==> config.mk <==
export PLATFORM = sky130hd
export DESIGN_NAME = ddr2_fill_gen_flat
export DESIGN_NICKNAME = d
export VERILOG_FILES = /design/src/rtl/ddr_mgr_pkg.sv /design/src/rtl/ddr2_fill_gen_if.sv /design/src/rtl/ddr2_fill_gen.sv /design/src/flat_wrapper.sv
export SDC_FILE = /design/constraint.sdc
export NUM_CORES = 1
export LEC_CHECK = 0
export BUFFER_PORTS_ARGS = -buffer_cell sky130_fd_sc_hd__buf_2
export CAP_MARGIN = 10
export CORE_AREA = 2 2 55 95
export CTS_BUF_LIST = sky130_fd_sc_hd__clkbuf_4 sky130_fd_sc_hd__clkbuf_8
export DETAILED_ROUTE_END_ITERATION = 10
export DIE_AREA = 0 0 57 97
export GPL_TIMING_DRIVEN = 0
export HOLD_SLACK_MARGIN = 0.12
export PLACE_DENSITY = 0.69
export SYNTH_ARGS = -nofsm -noshare
export SYNTH_HDL_FRONTEND = slang
export SYNTH_SLANG_ARGS = --single-unit
==> constraint.sdc <==
create_clock -name clk -period 2.1 [get_ports clk]
set_input_delay 0.315 -clock clk [delete_from_list [all_inputs] [get_ports clk]]
set_output_delay 0.315 -clock clk [all_outputs]
set_load 0.05 [all_outputs]
==> src/rtl/ddr_mgr_pkg.sv <==
// Shared ddr2_mgr definitions: address field widths, fill FSM encoding, default fill word.
// Also imported by the read-checker, so fields here must stay in step with it.
package ddr_mgr_pkg;

  localparam int ROW_W  = 13;
  localparam int COL_W  = 10;
  localparam int BANK_W = 2;
  localparam int ADDR_W = ROW_W + COL_W + BANK_W;
  localparam int XLEN_W = 10;
  localparam int DATA_W = 32;

  localparam logic [DATA_W-1:0] DEF_PATTERN = 32'hFDCB8610;

  typedef enum logic [2:0] {
    ST_IDLE = 3'd0,
    ST_REQ  = 3'd1,
    ST_XFR  = 3'd2,
    ST_NEXT = 3'd3,
    ST_DONE = 3'd4
  } fill_state_t;

  // Every row burst starts at column 0, bank 0.
  function automatic logic [ADDR_W-1:0] row_addr(input logic [ROW_W-1:0] row);
    return {row, {COL_W{1'b0}}, {BANK_W{1'b0}}};
  endfunction

  function automatic logic [DATA_W-1:0] tag_word(input logic [ROW_W-1:0] row,
                                                 input logic [XLEN_W-1:0] idx);
    return {3'b000, row, 6'b000000, idx};
  endfunction

endpackage

==> src/rtl/ddr2_fill_gen_if.sv <==
// ddr2_mgr write-port bus: request/grant handshake plus the word pull stream.
interface ddr2_fill_gen_if;
  import ddr_mgr_pkg::*;

  logic              wr_mem_req;
  logic [ADDR_W-1:0] wr_mem_addr;
  logic [XLEN_W-1:0] wr_xfr_len;
  logic              wr_mem_grant;
  logic              wr_data_req;
  logic [DATA_W-1:0] wr_data;

  modport master (
    output wr_mem_req, wr_mem_addr, wr_xfr_len, wr_data,
    input  wr_mem_grant, wr_data_req
  );

  modport slave (
    input  wr_mem_req, wr_mem_addr, wr_xfr_len, wr_data,
    output wr_mem_grant, wr_data_req
  );

endinterface

==> src/rtl/ddr2_fill_gen.sv <==
// Fills DDR2 rows 0..MAX_ROW with one XFR_LEN-word burst per row through the
// ddr2_mgr write port, using a constant word or a {row, word} tag.
module ddr2_fill_gen
  import ddr_mgr_pkg::*;
#(
  parameter logic [XLEN_W-1:0] XFR_LEN = 10'h200,
  parameter logic [ROW_W-1:0]  MAX_ROW = 13'h02FF,
  parameter logic [DATA_W-1:0] PATTERN = DEF_PATTERN
) (
  input  logic            clk,
  input  logic            rst,
  input  logic            start,
  input  logic            pattern_sel,
  ddr2_fill_gen_if.master wr_if,
  output logic            busy,
  output logic            fill_done,
  output logic            proto_err
);

  localparam logic [XLEN_W-1:0] LAST_IDX = XFR_LEN - XLEN_W'(1);

  fill_state_t       r_state;
  fill_state_t       w_state_next;
  logic [ROW_W-1:0]  r_row;
  logic [XLEN_W-1:0] r_word_idx;
  logic              r_pat_sel;
  logic              r_fill_done;
  logic              r_proto_err;

  logic              w_start_ok;
  logic              w_grant_ok;
  logic              w_data_ok;
  logic              w_last_word;
  logic              w_last_row;
  logic              w_violation;

  logic              w_req;
  logic [ADDR_W-1:0] w_addr;
  logic [XLEN_W-1:0] w_len;
  logic              w_busy;

  assign w_start_ok  = (r_state == ST_IDLE) && start;
  assign w_grant_ok  = (r_state == ST_REQ) && wr_if.wr_mem_grant;
  assign w_data_ok   = (r_state == ST_XFR) && wr_if.wr_data_req;
  assign w_last_word = (r_word_idx == LAST_IDX);
  assign w_last_row  = (r_row == MAX_ROW);
  // A data pull coinciding with the grant lands here too: flagged, never counted.
  assign w_violation = (wr_if.wr_data_req && (r_state != ST_XFR)) ||
                       (wr_if.wr_mem_grant && (r_state != ST_REQ));

  always_ff @(posedge clk) begin
    if (rst) begin
      r_state <= ST_IDLE;
    end else begin
      r_state <= w_state_next;
    end
  end

  always_comb begin
    w_state_next = r_state;
    case (r_state)
      ST_IDLE: if (start) w_state_next = ST_REQ;
      ST_REQ:  if (wr_if.wr_mem_grant) w_state_next = ST_XFR;
      ST_XFR:  if (wr_if.wr_data_req && w_last_word) w_state_next = ST_NEXT;
      ST_NEXT: w_state_next = w_last_row ? ST_DONE : ST_REQ;
      ST_DONE: w_state_next = ST_IDLE;
      default: w_state_next = ST_IDLE;
    endcase
  end

  always_comb begin
    w_req  = 1'b0;
    w_addr = '0;
    w_len  = '0;
    w_busy = 1'b0;
    case (r_state)
      ST_REQ: begin
        w_req  = 1'b1;
        w_addr = row_addr(r_row);
        w_len  = XFR_LEN;
        w_busy = 1'b1;
      end
      ST_XFR, ST_NEXT: w_busy = 1'b1;
      default: ;
    endcase
  end

  // Row/word counters and sticky flags; row only advances out of ST_NEXT.
  always_ff @(posedge clk) begin
    if (rst) begin
      r_row       <= '0;
      r_word_idx  <= '0;
      r_pat_sel   <= 1'b0;
      r_fill_done <= 1'b0;
      r_proto_err <= 1'b0;
    end else begin
      if (w_start_ok) begin
        r_row       <= '0;
        r_word_idx  <= '0;
        r_pat_sel   <= pattern_sel;
        r_fill_done <= 1'b0;
      end
      if (w_grant_ok) begin
        r_word_idx <= '0;
      end
      if (w_data_ok) begin
        r_word_idx <= w_last_word ? '0 : r_word_idx + XLEN_W'(1);
      end
      if ((r_state == ST_NEXT) && !w_last_row) begin
        r_row <= r_row + ROW_W'(1);
      end
      if ((r_state == ST_NEXT) && w_last_row) begin
        r_fill_done <= 1'b1;
      end
      r_proto_err <= w_violation || (r_proto_err && !w_start_ok);
    end
  end

  assign wr_if.wr_mem_req  = w_req;
  assign wr_if.wr_mem_addr = w_addr;
  assign wr_if.wr_xfr_len  = w_len;
  assign wr_if.wr_data     = r_pat_sel ? tag_word(r_row, r_word_idx) : PATTERN;

  assign busy      = w_busy;
  assign fill_done = r_fill_done;
  assign proto_err = r_proto_err;

endmodule

==> src/flat_wrapper.sv <==
// flat-port wrapper written by rule: the top's interface ports become plain ports
module ddr2_fill_gen_flat import ddr_mgr_pkg::*;
#(
  parameter logic [XLEN_W-1:0] XFR_LEN = 10'h200,
  parameter logic [ROW_W-1:0]  MAX_ROW = 13'h02FF,
  parameter logic [DATA_W-1:0] PATTERN = DEF_PATTERN
)
  (clk, rst, start, pattern_sel, busy, fill_done, proto_err, wr_if_wr_mem_req, wr_if_wr_mem_addr, wr_if_wr_xfr_len, wr_if_wr_data, wr_if_wr_mem_grant, wr_if_wr_data_req);
  ddr2_fill_gen_if wr_if_i ();
  input  logic clk;
  input  logic rst;
  input  logic start;
  input  logic pattern_sel;
  output logic busy;
  output logic fill_done;
  output logic proto_err;
  output wire logic [$bits(wr_if_i.wr_mem_req)-1:0] wr_if_wr_mem_req;
  output wire logic [$bits(wr_if_i.wr_mem_addr)-1:0] wr_if_wr_mem_addr;
  output wire logic [$bits(wr_if_i.wr_xfr_len)-1:0] wr_if_wr_xfr_len;
  output wire logic [$bits(wr_if_i.wr_data)-1:0] wr_if_wr_data;
  input wire logic [$bits(wr_if_i.wr_mem_grant)-1:0] wr_if_wr_mem_grant;
  input wire logic [$bits(wr_if_i.wr_data_req)-1:0] wr_if_wr_data_req;
  assign wr_if_wr_mem_req = wr_if_i.wr_mem_req;
  assign wr_if_wr_mem_addr = wr_if_i.wr_mem_addr;
  assign wr_if_wr_xfr_len = wr_if_i.wr_xfr_len;
  assign wr_if_wr_data = wr_if_i.wr_data;
  assign wr_if_i.wr_mem_grant = wr_if_wr_mem_grant;
  assign wr_if_i.wr_data_req = wr_if_wr_data_req;
  ddr2_fill_gen #(.XFR_LEN(XFR_LEN), .MAX_ROW(MAX_ROW), .PATTERN(PATTERN)) u_core (.clk(clk), .rst(rst), .start(start), .pattern_sel(pattern_sel), .wr_if(wr_if_i), .busy(busy), .fill_done(fill_done), .proto_err(proto_err));
endmodule
* Yosys cells after proc, flatten, opt, wreduce, memory -nomap -nowiden *
Index checks and enable logic that the tools add are counted.

storage, ports and cells
  flip-flop bits (word level) = 29
  input bits = 6
  output and inout bits = 71
  word-level logic and storage cells = 55

operators by class
  $add $sub $neg = 2
  eq/ne operators = 10
  muxes and demuxes = 18
  reduce and logical (&&, ||, !) cells = 19

operators by type and width
  cell                                                                      number
  10-bit two-way mux                                                        5
  32-bit two-way mux                                                        1
  13-bit two-way mux                                                        2
  25-bit two-way mux                                                        1
  13-bit by 1-bit adder with 13-bit output (second input constant)          1
  13-bit by 10-bit equality test with 1-bit output (second input constant)  1
  3-bit two-way mux                                                         4
  3-bit case mux with 4 select lines                                        1
  10-bit by 1-bit adder with 10-bit output (second input constant)          1
  10-bit by 9-bit equality test with 1-bit output (second input constant)   1
  1-bit logical AND                                                         9
  3-bit by 2-bit equality test with 1-bit output (second input constant)    2
  2-bit inequality test (second input constant)                             3
  1-bit two-way mux                                                         4
  2-bit nonzero test                                                        2
  3-bit by 1-bit equality test with 1-bit output (second input constant)    1
  3-bit logical NOT                                                         1
  3-bit by 1-bit inequality test with 1-bit output (second input constant)  1
  3-bit by 2-bit inequality test with 1-bit output (second input constant)  1
  3-bit AND reduction                                                       1
  3-bit nonzero test                                                        1
  3-bit OR reduction                                                        1
  1-bit logical NOT                                                         2
  1-bit logical OR                                                          2

* Depth between registers and ports, before layout *
Gate-level depths: netlist (run 1).

  depth after elaboration = 5
  mapped depth = 8
  depth with buffers taken out = 6

* Worst setup path after synthesis (run 1) *
No wires, ideal clock.

  path type = register to output
  from = register u_core.r_state[1]
  to = output wr_if_wr_xfr_len[9]
  arrival time = 1.665 ns
  data required time = 1.785 ns
  slack = 0.120 ns
  cell stages (with the launch flop) = 6
  buffers on the path = 3
  cells stage by stage = dfxtp_1 clkbuf_8 nor2_1 clkbuf_1 and2_1 buf_4

on the way
  cells in the longest elaborated chain, start to end = 2

ends and longest elaborated chain
  item                                            RTL line             text
  start, declared                                 ddr2_fill_gen.sv:22  fill_state_t r_state;
  start signal, assigned                          ddr2_fill_gen.sv:55  r_state <= w_state_next;
  3-bit by 1-bit equality test with 1-bit output  ddr2_fill_gen.sv:76  case (r_state)
  10-bit two-way mux                              ddr2_fill_gen.sv:76
  end, declared                                   flat_wrapper.sv:19   output wire logic [$bits(wr_if_i.wr_xfr_len)-1:0] wr_if_wr_xfr_len;

Every way passes these cells.

* Worst setup path after layout (run 1) *
  from = register u_core.r_pat_sel
  to = output wr_if_wr_data[0]

on the way
  cells in the longest elaborated chain, start to end = 1

ends and longest elaborated chain
  item                    RTL line              text
  start, declared         ddr2_fill_gen.sv:26   logic r_pat_sel;
  start signal, assigned  ddr2_fill_gen.sv:100  r_pat_sel <= pattern_sel;
  32-bit two-way mux      ddr2_fill_gen.sv:122  assign wr_if.wr_data = r_pat_sel ? tag_word(r_row, r_word_idx) : PATTERN;
  end, declared           flat_wrapper.sv:20    output wire logic [$bits(wr_if_i.wr_data)-1:0] wr_if_wr_data;

Every way passes these cells.

==> flow_summary.toml, run 1 <==
[floorplanning]
i_o_pins = 77
design.die.area_um2 = 5529
chipHeight_um = 97
initial_utilization_pct = 45.48
placement_rows = 33
core_region_area_um2 = 4707
fp.dieW_um = 57

[sta]
slew_headroom_pct = 60.90
tightestPinTransition_ns = 0.5864
min_period_ns = 1.998
finalMaxSlewViolations = 0
fin_ws_ns = 0.1016
timing_hold_violations_final = 0
totalNegativeSetupSlack_ns = 0
unrepaired_setup_endpoints_after_global_routing = "no"
final-setup-viol-count = 0
max_freq_mhz = 500.4
period_share_pct = 95.16
finClkSkew_ns = 0.008475

[power_and_ir_drop]
internal_power_mw = 0.9733
p_total_mw = 1.538
power.share.clock_pct = 34.2
sw_frac_of_total_pct = 36.73
power.density_nw_per_um2 = 574.5
power.switching_mw = 0.5650
power.leakage_nw = 1.255
share_comb_of_total_power_pct = 28.8
power.sequential.fraction_pct = 37.0
ir_drop_v = 0.0006129

[clocking]
clock_pin_slew_worst_setup_and_hold_paths_ns = 0.07
clockBufferDepth = 2
cts-buffers-inserted = 5
worst_skew_pair.late_latency_ns = 0.29
cts.sink_count = 29
htreeDepth = 2
tritoncts = "done"
root_buffer = "clkbuf_8"

[route]
drt_first_pass_iters = 4
drt-vias-per-instance = 5.226
postRouteWirelength_um = 5547
drt-wirelength-per-cell_um = 13.76
detailroute.via_count = 2106
drc_errors = 0
drt_iter0_markers = 44
drtAntennaViolNets = 0

[logic_synthesis]
syn_area_per_cell_um2 = 7.958
synth_top_area_cell = "dfxtp_1"
synth_enable_flop_cells = 0
post_synthesis_cell_area_um2 = 2141
prevailing_post_synth_register_cell = "dfxtp_1"
number_of_cells_produced_by_synthesis = 269
ys_top_cells_by_area = "dfxtp_1 27%, buf_4 11%, nand2b_1 4.4%"
yosysWarningCount = 0
async_s_r_ff_share_synth_pct = 0
yosys.cell_types.count = 60
yosys_register_bits = 29
synth-seq-area-share_pct = 27.12
post-synth-top-area-fraction_pct = 27.12

[worst_setup_path]
timing.setup.critical_path_class = "flop to output port"
crit_path_cell_trace = "clkbuf_1 -> and2_1 -> buf_2"
critPathCaptureType = "output port"
critPathArrivalTime_ns = 1.68
cp_slowest_stage_delay_ns = 0.46
path_max_fanout = 10
worstPathRequired_ns = 1.78
critical-path-slowest-cell = "dfxtp_1"
critPathLaunchType = "flop"

[min_path]
hold_path.class = "primary input to flop"

[finish]
drive_gt1_share_pct = 34.19
final_area_um2 = 2678
layout_overhead_on_the_synthesized_area_pct = 25.07
finish.net_count = 358
area.sequential_um2 = 581.8
filler_cell_count = 476
layout.cells.most_common = "buf_2"
multi_input_comb_area_um2 = 1333
antenna_cells = 0
final_cell_mix = "49 x buf_2, 32 x buf_4, 28 x dfxtp_1"
post_layout_nonfiller_instances = 403

[global_routing]
initial_antenna_violation_count = 0
vias_in_the_first_global_route = 1983
grt_start_max_net_pins = 11
total_global_route_track_usage_pct = 20.63
overflow = 0
grt_pass1_wl_um = 9204

[flow_run]
max-cap-violations = 0

[placement]
place_ws_ns = 0.01511
gp_congestion = 0.8614
dpl.cell_count = 395
io_buffer_count = 50
place.detailed.hpwl_um = 4155
dpl_cell_area_um2 = 2546

[outcome]
run_status = "completed"
-- cells in the mapped netlist (2+ instances only) --
library cell  instances
or3_1                 7
or4_1                 2
a21o_1                3
nor3b_1               2
or2_2                 2
nor2_1               17
nand2b_1             15
a311o_1               2
and3_1               14
inv_1                 4
and3_4                3
nand3b_1              3
dfxtp_1              29
buf_6                 2
ha_1                  2
nand3_1              16
a22oi_1               3
clkbuf_8              2
a31oi_1               2
nor4_1                2
o21ai_0               8
nor2b_1               3
buf_4                31
and2_1               14
nand4_1               5
and3_2                3
clkbuf_1              7
nand2_1              16
a21oi_1              18
mux2i_1               2
-- state kept, by name (all words and copies together) (netlist names) --
signal,flops
u_core.r_word_idx,10
u_core.r_state,3
u_core.fill_done,1
u_core.r_row,13
u_core.proto_err,1
u_core.r_pat_sel,1
-- power groups by stage --
stage / combinational, mW / sequential, mW / clock [mW]
detailed placement: 0.434 / 0.581 / 0
finish: 0.442 / 0.570 / 0.526
global route: 0.469 / 0.572 / 0.555
CTS: 0.438 / 0.569 / 0.535
floorplan: 0.357 / 0.585 / 0
global placement: 0.432 / 0.581 / 0
-- cells by family after synthesis --
logic type / Yosys count / synth area share, %
adders and majority gates: 2 / 1.169
other: 1 / 0.1752
xor gates and xnor gates: 2 / 0.8184
AOI/OAI and AO/OA: 49 / 14.85
and+or+nand+nor: 136 / 38.81
muxes: 3 / 1.461
buffers and inverters: 47 / 15.60
DFF: 29 / 27.12
-- final timing paths --
check | start | end | slack, ns | cells after the start
worst min register to register | u_core.proto_err | u_core.proto_err | 0.46 | 2
worst max-delay path | u_core.r_pat_sel | wr_if_wr_data[0] | 0.10 | 3
worst min-delay path | pattern_sel | u_core.r_pat_sel | 0.28 | 3
worst max register to register | u_core.r_row[0] | u_core.r_row[9] | 0.12 | 8
-- metrics by stage --
step | util, % | hold WS [ns]
finish | 56.88 | 0.2811
global route | 56.88 | 0.3109
CTS | 56.49 | 0.2705
detailed placement | 54.09 | 0.4503
global placement | 54.09 | 0.4494
floorplan | - | 0.4510
-- area by class of cell --
cell class	instances	area share (%)
Multi-Input combinational cell	217	49.77
Sequential cell	29	21.73
Buffer	43	12.29
Timing Repair Buffer	50	9.439
Clock buffer	7	3.598
Tap cell	52	2.430
Inverter	4	0.5607
Clock inverter	1	0.1869
-- critical path: cells and delay by family (launching register included) --
kind / cells / cell delay (ns)
buffers and inverters: 2 / 0.72
DFF: 1 / 0.46
and+or+nand+nor: 1 / 0.21
-- layer usage --
layer | track usage [%] | up-vias | routed length, um
met5 | 0 | - | 0
met4 | 10.02 | 0 | 188
met3 | 3.610 | 17 | 264
met2 | 37.31 | 73 | 2882
met1 | 22.14 | 945 | 2212
li1 | - | 1071 | -
-- what timing repair did --
item,4_1_cts,5_1_grt
endpoints found under the setup margin,12,18
hold buffers,0,0
setup buffers,0,0
gates resized for setup,5,9
Note: power is estimated with default switching activity, not from simulation.
==> run 2: changes to the inputs <==
==> constraint.sdc (replaced) <==
create_clock -name clk -period 2.5 [get_ports clk]
set_input_delay 0.375 -clock clk [delete_from_list [all_inputs] [get_ports clk]]
set_output_delay 0.375 -clock clk [all_outputs]
set_load 0.05 [all_outputs]
==> run 2 against run 1 <==
  * Final cell count is the same
  * First-iteration DRC count grew 16%
  * Clock skew is essentially flat
  * Non-clock buffer count is the same
  * Largest cell class unchanged
  * Sequential power shrank 16%
  * Design area shrank 0.98%
  * Die area is the same
  * Worst setup slack gained 0.055 ns
  * Wire length is essentially flat
==> flow_summary.toml, run 2 (synthesis results as in run 1) <==
[placement]
gp_congestion = 0.8614
dpl.cell_count = 395
io_buffer_count = 50
place.detailed.hpwl_um = 4155
place_ws_ns = 0.3551
dpl_cell_area_um2 = 2546

[clocking]
worst_skew_pair.late_latency_ns = 0.29
hold_bufs_at_cts = 0
tritoncts = "done"
post_cts.repair.setup_buffers = 0
cts-buffers-inserted = 5
clockBufferDepth = 2
root_buffer = "clkbuf_8"
clock_pin_slew_worst_setup_and_hold_paths_ns = 0.07
cts.sink_count = 29
htreeDepth = 2

[finish]
final_area_um2 = 2651
layout.cells.most_common = "buf_2"
finish.net_count = 358
layout_overhead_on_the_synthesized_area_pct = 23.85
largestRegisters = "u_core.r_row (13), u_core.r_word_idx (10), u_core.r_state (3)"
final_cell_mix = "50 x buf_2, 31 x buf_4, 29 x dfxtp_1"
largest_register_ffs = 13
drive_gt1_share_pct = 33.05
post-route-util_pct = 56.33
largest_register = "u_core.r_row"
post_layout_nonfiller_instances = 403
antenna_cells = 0

[worst_setup_path]
critPathArrivalTime_ns = 1.97
critPathLaunchType = "flop"
cp_num_buf_inv = 4
critPathTopFamily = "buffers and inverters"
crit_path_cell_trace = "clkbuf_8 -> nor2_2 -> clkbuf_1 -> and2_1 -> buf_4 -> buf_2"
timing.critical_path.depth = 6
capture_instance_of_the_worst_register_to_register_path = "u_core.r_row[9]"
worst_r2r_path_depth = 8
critical_path.reg2reg.startpoint = "u_core.r_row[0]"
worstPathRequired_ns = 2.12
timing.setup.critical_path_class = "flop to output port"
worst-r2r-setup-slack_ns = 0.53
critPathCaptureType = "output port"
critical-path-slowest-cell = "dfxtp_1"
path_max_fanout = 10
cp_slowest_stage_delay_ns = 0.34

[floorplanning]
chipHeight_um = 97
core_region_area_um2 = 4707
fp.dieW_um = 57
placement_rows = 33
design.die.area_um2 = 5529
initial_utilization_pct = 45.48
i_o_pins = 77

[min_path]
timing.hold.worst_endpoint = "u_core.r_pat_sel"
hold_path.class = "primary input to flop"
worst_hold_path.num_cells = 3
timing.hold.worst.start = "pattern_sel"

[sta]
final.hold.worst_slack_ns = 0.3413
fin_ws_ns = 0.1566
min_period_ns = 2.343
final-setup-viol-count = 0
slew_headroom_pct = 58.81
finClkSkew_ns = 0.008468
max_freq_mhz = 426.7
period_share_pct = 93.74
tightestPinTransition_ns = 0.6141
finalMaxSlewViolations = 0
unrepaired_setup_endpoints_after_global_routing = "no"
totalNegativeSetupSlack_ns = 0
timing_hold_violations_final = 0

[flow_run]
max-cap-violations = 0

[power_and_ir_drop]
power.leakage_nw = 1.241
p_total_mw = 1.287
power.density_nw_per_um2 = 485.3
ir_drop_v = 0.0005114

[route]
drt-vias-per-instance = 5.251
postRouteWirelength_um = 5544
drt_iter0_markers = 51
detailroute.via_count = 2116
drt_first_pass_iters = 4
drt-wirelength-per-cell_um = 13.76
drc_errors = 0
drtAntennaViolNets = 0

[global_routing]
total_global_route_track_usage_pct = 20.36
overflow = 0
initial_antenna_violation_count = 0
grt_pass1_wl_um = 9094
vias_in_the_first_global_route = 1969
grt_start_max_net_pins = 11

[outcome]
run_status = "completed"
-- run 2: worst max-delay path by stage --
stage,startpoint,to
floorplan,u_core.r_state[1],wr_if_wr_xfr_len[9]
global route,u_core.r_state[1],wr_if_wr_xfr_len[9]
CTS,u_core.r_state[1],wr_if_wr_xfr_len[9]
global placement,u_core.r_state[1],wr_if_wr_xfr_len[9]
finish,u_core.r_state[1],wr_if_wr_xfr_len[9]
detailed placement,u_core.r_state[1],wr_if_wr_xfr_len[9]
-- run 2: what timing repair did --
item,in CTS,in global routing
setup endpoints to repair,0,11
hold endpoints to repair,0,0
gates resized for setup,0,3
-- run 2: final cells by class --
type	instances	area, um^2
fillers	486	2056
multi-input cells	217	1319
flip-flops and latches	29	580.6
plain buffers	43	320.3
repair buffers	50	250.2
clock buffers	7	96.34
well taps	52	65.06
inverters	4	15.01
clock inverters	1	5.005
-- run 2: layer usage --
metal  track usage (%)  share of wire [%]  vias to the layer above
met4             10.02                2.8                        0
met5                 0                  0                        -
met2             36.52                 52                       58
met1             22.06                 41                      971
met3             3.610                4.0                       15
li1                  -                  -                     1072
-- run 2: power by group --
part	internal (mW)	total, mW	switching [mW]
Combinational	0.0951	0.367	0.272
Sequential	0.469	0.478	0.00947
Clock	0.249	0.442	0.193
Total	0.813	1.29	0.474
-- run 2: worst min-delay path, stage by stage --
cell and delay [ns]:
buf_2 0.10, nand2_1 0.06, a21oi_1 0.05
==> run 3: changes to the inputs <==
--- a/config.mk
+++ b/config.mk
@@ -7,11 +7,11 @@
 export LEC_CHECK = 0
 export BUFFER_PORTS_ARGS = -buffer_cell sky130_fd_sc_hd__buf_2
 export CAP_MARGIN = 10
-export CORE_AREA = 2 2 55 95
+export CORE_AREA = 8 8 61 101
 export CTS_BUF_LIST = sky130_fd_sc_hd__clkbuf_4 sky130_fd_sc_hd__clkbuf_8
 export DETAILED_ROUTE_END_ITERATION = 10
-export DIE_AREA = 0 0 57 97
-export GPL_TIMING_DRIVEN = 0
+export DIE_AREA = 0 0 69 109
+export GPL_TIMING_DRIVEN = 1
 export HOLD_SLACK_MARGIN = 0.12
 export PLACE_DENSITY = 0.69
 export SYNTH_ARGS = -nofsm -noshare
==> run 3 against run 2 <==
  * Non-clock buffer count is 39 lower
  * Fmax increased by 17%
  * Count of clock-buffer cells in the layout did not move
  * Power down 6.6%
  * Register-to-register slack worse by 0.04 ns
  * Clock power decreased by 8.6%
  * Wire length increased by 3.4%
  * Global-route usage fell by 5.7 points
  * Clock skew shrank 0.0040 ns
  * Highest routed layer unchanged
  * Critical path type is now flop to flop
==> flow_summary.toml, run 3 (synthesis results as in run 1) <==
[outcome]
run_status = "completed"

[floorplanning]
placement_rows = 34
initial_utilization_pct = 44.14
chipHeight_um = 109
design.die.area_um2 = 7521
fp.dieW_um = 69
i_o_pins = 77
core_region_area_um2 = 4850

[global_routing]
grt_start_max_net_pins = 27
overflow = 0
total_global_route_track_usage_pct = 14.62
initial_antenna_violation_count = 0
vias_in_the_first_global_route = 2031
grt_pass1_wl_um = 9404

[sta]
max_freq_mhz = 497.3
slew_headroom_pct = 55.02
min_period_ns = 2.011
unrepaired_setup_endpoints_after_global_routing = "no"
tightestPinTransition_ns = 0.6738
timing_hold_violations_final = 0
finClkSkew_ns = 0.004489
period_share_pct = 80.44
final-setup-viol-count = 0
totalNegativeSetupSlack_ns = 0
finalMaxSlewViolations = 0
fin_ws_ns = 0.4891

[finish]
largest_register_ffs = 13
drive_gt1_share_pct = 26.37
final_cell_mix = "51 x buf_2, 29 x dfxtp_1, 25 x conb_1"
largestRegisters = "u_core.r_row (13), u_core.r_word_idx (10), u_core.r_state (3)"
largest_register = "u_core.r_row"
finish.net_count = 319
layout_overhead_on_the_synthesized_area_pct = 9.643
layout.cells.most_common = "buf_2"
filler_cell_count = 545
multi_input_comb_area_um2 = 1316
area.sequential_um2 = 580.6
antenna_cells = 0

[clocking]
post_cts.repair.setup_buffers = 0
cts.sink_count = 29
post_cts.resized_instances = 0
cts-buffers-inserted = 5
worst_skew_pair.late_latency_ns = 0.28
clock_pin_slew_worst_setup_and_hold_paths_ns = 0.06
hold_bufs_at_cts = 0
root_buffer = "clkbuf_8"
tritoncts = "done"
htreeDepth = 2
clockBufferDepth = 2

[worst_setup_path]
worst-r2r-setup-slack_ns = 0.49
timing.setup.critical_path_class = "flop to flop"
worst_r2r_path_depth = 6
path_max_fanout = 11
worstPathRequired_ns = 2.66
critPathCaptureType = "flop"
critPathArrivalTime_ns = 2.17
critPathLaunchType = "flop"

[placement]
place_ws_ns = 0.5435
io_buffer_count = 51
gp_congestion = 0.8946
place.detailed.hpwl_um = 4286

[flow_run]
max-cap-violations = 0

[route]
drt_iter0_markers = 103
postRouteWirelength_um = 5735
drt-vias-per-instance = 5.460
drt_first_pass_iters = 4
drt-wirelength-per-cell_um = 15.71
drc_errors = 0
drtAntennaViolNets = 0
detailroute.via_count = 1993

[min_path]
worst_hold_path.num_cells = 3
hold_path.class = "primary input to flop"

[power_and_ir_drop]
power.density_nw_per_um2 = 512.1
ir_drop_v = 0.0003080
power.leakage_nw = 1.045
## run 3: worst max-delay path: stages, from the launching register on
cell and delay [ns]:
dfxtp_1 0.43, ha_1 0.26, and3_4 0.22, and3_4 0.24, a21o_1 0.34, nor4_2 0.08
a311o_1 0.32
## run 3: path summary, 6_finish.rpt
path                     from               end
min               pattern_sel  u_core.r_pat_sel
max reg2reg   u_core.r_row[0]   u_core.r_row[9]
min reg2reg  u_core.proto_err  u_core.proto_err
max           u_core.r_row[0]   u_core.r_row[9]
## run 3: routing by layer
layer | GRT usage (%) | up-vias | wire (um)
met3 | 5.647 | 7 | 456
met5 | 0 | - | 0
met2 | 27.73 | 67 | 3038
met4 | 5.596 | 0 | 93
li1 | - | 977 | -
met1 | 13.76 | 942 | 2147
## run 3: cell type report
type	count	share of cell area, %
inverter	4	0.6397
timing repair buffer	54	11.83
multi-input combinational	217	56.08
tap	54	2.878
sequential	29	24.73
clock buffer	7	3.838
## run 3: power breakdown
group	internal [mW]	leakage, nW	switching (mW)	total (mW)
Clock	0.229	0.0477	0.175	0.404
Combinational	0.0584	0.763	0.253	0.312
Sequential	0.469	0.234	0.0175	0.487
Total	0.756	1.05	0.446	1.20
## run 3: per-stage QoR
| stage | std cells | util [%] | hold slack [ns] | power [mW] | cell area (um^2) |
|---|---|---|---|---|---|
| after global routing | 365 | 48.40 | 0.3864 | 1.249 | 2347 |
| after global placement | 358 | 46.54 | 0.4458 | 0.8040 | 2257 |
| after floorplan | 293 | - | 0.4793 | 0.7911 | 2231 |
| after CTS | 365 | 48.40 | 0.3604 | 1.207 | 2347 |
| final | 365 | 48.40 | 0.3651 | 1.202 | 2347 |
| after detailed placement | 358 | 46.54 | 0.4466 | 0.8070 | 2257 |
